===== src/rtl/fetch_unit.sv =====
// Instruction fetch stage: single-outstanding request FSM with branch-tag squash and output hold register.
// Optional FETCH_PERF_CNT_EN adds fetch_count/squash_count performance counter outputs.
module fetch_unit (
  input  logic        clk,
  input  logic        rst,
  input  logic        stall,
  input  logic [1:0]  sel_pc,
  input  logic [31:0] branch_target,
  input  logic        branch_ref_global,
  output logic        imem_req,
  output logic [31:0] imem_addr,
  input  logic        imem_valid,
  input  logic [31:0] imem_rdata,
  output logic [31:0] instr_out,
  output logic [31:0] pc_out,
  output logic        branch_out,
  output logic        valid_out
`ifdef FETCH_PERF_CNT_EN
  ,
  output logic [31:0] fetch_count,
  output logic [15:0] squash_count
`endif
);

  localparam logic [1:0] IDLE  = 2'd0;
  localparam logic [1:0] ISSUE = 2'd1;
  localparam logic [1:0] WAIT  = 2'd2;
  localparam logic [1:0] HOLD  = 2'd3;

  localparam logic [31:0] NOP_WORD = 32'hF000_0000;

  logic [1:0]  state;
  logic [31:0] pc;
  logic        tag;
  logic        drop;
  logic [31:0] hold_word;

  logic redirect;
  logic resp_ok;
  logic out_free;
  logic load_mem;
  logic load_hold;
  logic to_hold;
  logic squash_resp;
  logic squash_hold;
  logic deliver;

  always_comb begin
    redirect    = (sel_pc == 2'b11);
    resp_ok     = (state == WAIT) && imem_valid && !drop && (tag == branch_ref_global);
    out_free    = !valid_out || !stall;
    load_mem    = !redirect && resp_ok && out_free;
    to_hold     = !redirect && resp_ok && !out_free;
    load_hold   = !redirect && (state == HOLD) && !stall;
    squash_resp = (state == WAIT) && imem_valid && (redirect || !resp_ok);
    squash_hold = redirect && (state == HOLD);
    deliver     = load_mem || load_hold;
  end

  // A request is withheld on a redirect cycle so that no orphan response can
  // later be mistaken for the fetch of the new target.
  assign imem_req  = (state == ISSUE) && !redirect;
  assign imem_addr = pc;

  always_ff @(posedge clk or posedge rst) begin
    if (rst) begin
      state      <= IDLE;
      pc         <= '0;
      tag        <= 1'b0;
      drop       <= 1'b0;
      hold_word  <= '0;
      instr_out  <= NOP_WORD;
      pc_out     <= '0;
      branch_out <= 1'b0;
      valid_out  <= 1'b0;
    end else begin
      if (redirect) begin
        state <= ((state == WAIT) && !imem_valid) ? WAIT : ISSUE;
      end else begin
        case (state)
          IDLE:    state <= ISSUE;
          ISSUE:   state <= WAIT;
          WAIT:    if (imem_valid) state <= to_hold ? HOLD : ISSUE;
          HOLD:    if (!stall) state <= ISSUE;
          default: state <= IDLE;
        endcase
      end

      if (redirect) pc <= branch_target;
      else if (deliver) pc <= pc + 32'd4;

      if ((state == ISSUE) && !redirect) tag <= branch_ref_global;

      // A redirect during WAIT marks the in-flight response for discard.
      drop <= (state == WAIT) && !imem_valid && (drop || redirect);

      if (to_hold) hold_word <= imem_rdata;

      if (deliver) begin
        instr_out  <= load_hold ? hold_word : imem_rdata;
        pc_out     <= pc;
        branch_out <= tag;
        valid_out  <= 1'b1;
      end else if (redirect || !stall) begin
        instr_out <= NOP_WORD;
        valid_out <= 1'b0;
      end
    end
  end

`ifdef FETCH_PERF_CNT_EN
  always_ff @(posedge clk or posedge rst) begin
    if (rst) begin
      fetch_count  <= '0;
      squash_count <= '0;
    end else begin
      if (deliver) fetch_count <= fetch_count + 32'd1;
      if ((squash_resp || squash_hold) && (squash_count != 16'hFFFF))
        squash_count <= squash_count + 16'd1;
    end
  end
`endif

endmodule


===== config.mk =====
export PLATFORM = sky130hd
export DESIGN_NAME = fetch_unit
export DESIGN_NICKNAME = d
export VERILOG_FILES = /design/src/rtl/fetch_unit.sv
export SDC_FILE = /design/constraint.sdc
export NUM_CORES = 1
export LEC_CHECK = 0
export ABC_AREA = 1
export CAP_MARGIN = 5
export CORE_MARGIN = 1
export CORE_UTILIZATION = 45
export CTS_CLUSTER_SIZE = 30
export DETAILED_ROUTE_END_ITERATION = 6
export GPL_TIMING_DRIVEN = 1
export PLACE_DENSITY_LB_ADDON = 0.3
export SLEW_MARGIN = 20
export SYNTH_ARGS = -nofsm -noshare
export SYNTH_HDL_FRONTEND = slang
export SYNTH_SLANG_ARGS = --single-unit

===== constraint.sdc =====
create_clock -name clk -period 4.2 [get_ports clk]
set_input_delay 0.42 -clock clk [delete_from_list [all_inputs] [get_ports clk]]
set_output_delay 0.42 -clock clk [all_outputs]
set_load 0.02 [all_outputs]

==> impl_metrics.env <==
export IMPL_grt_max_degree=102
export IMPL_drt_iter0_markers=461
export IMPL_final_common_cell="nand2_1"
export IMPL_numCtsBuffers=17
export IMPL_ant_nets=0
export IMPL_setup_viol=0
export IMPL_start_util_pct=46.3
export IMPL_post_cts_setup_buffers=0
export IMPL_num_rows=44
export IMPL_synth_distinct_cells=30
export IMPL_placedCellCount=1223
export IMPL_routed_via_density=5.09
export IMPL_drc=0
export IMPL_drive_gt1_share_pct=7.10
export IMPL_slowest_stage="clkdlybuf4s50_1"
export IMPL_ys_seq_elements=134
export IMPL_synth_compound_area_share_pct=9.33
export IMPL_slew_headroom_pct=34.0
export IMPL_status="completed"
export IMPL_cts_buffer_depth=2
export IMPL_synth_xor_area_share_pct=0.389
export IMPL_worst_pin_slew_ns=0.986
export IMPL_synth_edf_count=0
export IMPL_post_route_period_util_pct=56.7
export IMPL_worstHoldStart="instr_out[25]"
export IMPL_synth_main_ff_cell="dfrtp_1"
export IMPL_maxSlewViolCount=0
export IMPL_core_um2=14600
export IMPL_ios=170
export IMPL_cts_sinks=134
export IMPL_critical_path_required_ns=3.78
export IMPL_fin_area_um2=9120
export IMPL_setup_tns_ns=0
export IMPL_synthesis_area_um2=6760
export IMPL_dpl_hpwl_mm=12.5
export IMPL_drt_wl_total_mm=18.0
export IMPL_synth_cells=900
export IMPL_clk_pin_slew_ns=0.06
export IMPL_cp_num_buf_inv=3
export IMPL_grt_pass1_wl_mm=30.1
export IMPL_synthSimpleGateAreaFrac_pct=31.8
export IMPL_start_kind="register"
export IMPL_yosysWarnings=0
export IMPL_ys_seq_area_share_pct=49.7
export IMPL_cts_resized=0
export IMPL_crit_arrival_ns=1.96
export IMPL_fin_worst_skew_ns=0.0105
export IMPL_track_usage_pct=24.5
export IMPL_first_global_vias=6032
export IMPL_yosys_top_cells_area="dfrtp_1, nand2_1, inv_1, o21ai_0, nand3_1"
export IMPL_htreeDepth=4
export IMPL_preCtsSetupSlack_ns=1.55
export IMPL_async_flop_share_pct=100
export IMPL_route_vias_total=6386
export IMPL_cts_tree="built"
export IMPL_syn2layout_area_growth_pct=34.9
export IMPL_finalWorstSetupSlack_ns=1.82
export IMPL_crit_family="buffers and inverters"
export IMPL_reg2reg_from="state[1]"
export IMPL_die_x_um=125
export IMPL_crit_path_max_fanout=4
export IMPL_post_drt_wl_per_cell_um=14.4
export IMPL_gp_congestion=0.907
export IMPL_drtPass1Iterations=5
export IMPL_synth_nets=975
export IMPL_portBuffers=169
export IMPL_overflow=0
export IMPL_hold_path_class="register to register"
export IMPL_final_hold_violation_count=0
export IMPL_antenna_found_initial=0
export IMPL_synth_mux_area_share_pct=0
export IMPL_p_leak_uw=0.00433
export IMPL_avgSynthCellArea_um2=7.51
export IMPL_rsz0062_at_grt="no"
export IMPL_final_cells=1255
export IMPL_cpPeakStageDelay_ns=0.65
export IMPL_dpl_instance_area_um2=8520
export IMPL_root_buffer="clkbuf_16"
export IMPL_clkLatencyLatePin_ns=0.42
export IMPL_worstPathCellList="inv_1 > ha_1 > inv_1 > nor2_1 > clkdlybuf4s50_1"
export IMPL_synthAdderAreaFrac_pct=0.740
export IMPL_power_density_nw_per_um2=670
export IMPL_synth_top_area_share_pct=48.1
export IMPL_cts_hold_buf=0
export IMPL_min_period_ns=2.38
export IMPL_synth_top_family_by_area="simple AND/OR/NAND/NOR gates"
export IMPL_end_kind="primary output"
export IMPL_cap_violations=0
export IMPL_antennaDiodeCount=0
export IMPL_dieArea_um2=15500
export IMPL_max_clock_freq_mhz=420
export IMPL_synth_area_leader_cell="dfrtp_1"
export IMPL_final_nets=1133
export IMPL_fin_util_pct=62.5
export IMPL_crit_type="register to primary output"
export IMPL_startpoint="state[1]"
export IMPL_vdd_drop_max_mv=0.364
export IMPL_die_h_um=125
export IMPL_final_cell_mix="nand2_1, clkdlybuf4s50_1, dfrtp_1, inv_1, o21ai_0"
export IMPL_crit_top_cell="inv_1"
-- cell usage after synthesis (5+ instances only) --
library cell / count
nor2_1: 53
nand2_1: 388
buf_2: 25
o211ai_1: 28
nand3_1: 52
or2_2: 16
buf_6: 5
inv_1: 83
o21ai_0: 62
dfrtp_1: 130
o21ai_1: 9
-- power breakdown --
group / switching [uW] / internal [uW] / leakage (uW) / total [uW]
clock: 595 / 911 / 0.000279 / 1510
sequential: 421 / 1790 / 0.00162 / 2210
combinational: 1370 / 1020 / 0.00243 / 2400
total: 2390 / 3720 / 0.00433 / 6120
-- path summary, 6_finish.rpt --
path	end	slack [ns]	cells after the start
setup / recovery	imem_req	1.82	5
hold / removal	instr_out[25]	0.47	2
setup reg to reg	instr_out[7]	2.02	8
hold reg to reg	instr_out[25]	0.47	2
max in group asynchronous	pc_out[6]	2.79	3
min in group asynchronous	instr_out[3]	0.58	2
-- metal layers --
metal,track usage (%),wire [um],vias up
li1,-,-,3137
met1,33.5,8220,2980
met2,37.3,8180,234
met3,6.53,1310,35
met4,8.86,340,0
met5,0,0,-
-- cell families (layout without fill, tap and decap cells) --
family	after synthesis	in the layout
xor+xnor	3	3
flops	134	134
simple gates	526	526
compound gates	109	109
fa+ha+maj	4	4
buf+inv	124	295
-- tightest hold or removal path, cell delays in order (launching register included) --
cell,delay [ns]
dfrtp_1,0.34
nand2_1,0.05
nand2_1,0.04
-- sequential cells by signal, summed over array words and instances (netlist names), 2 cells and up --
signal	count
instr_out	32
pc_out	32
state	2
hold_word	32
imem_addr	32
-- final cells by class --
class                           count  area (um^2)
Clock buffer                       19          453
Fill cell                        1275         5470
Multi-Input combinational cell    642         2860
Clock inverter                     13          146
Inverter                           87          334
Timing Repair Buffer              176         1740
Tap cell                          184          230
Sequential cell                   134         3360
-- metrics by stage --
step | hold slack, ns | total power [uW]
3_5_place_dp | 0.458 | 4620
6_report | 0.469 | 6120
5_1_grt | 0.488 | 6500
3_3_place_gp | 0.454 | 4560
2_1_floorplan | 0.449 | 3510
4_1_cts | 0.474 | 6150
Power figures use the tool's default switching activity.
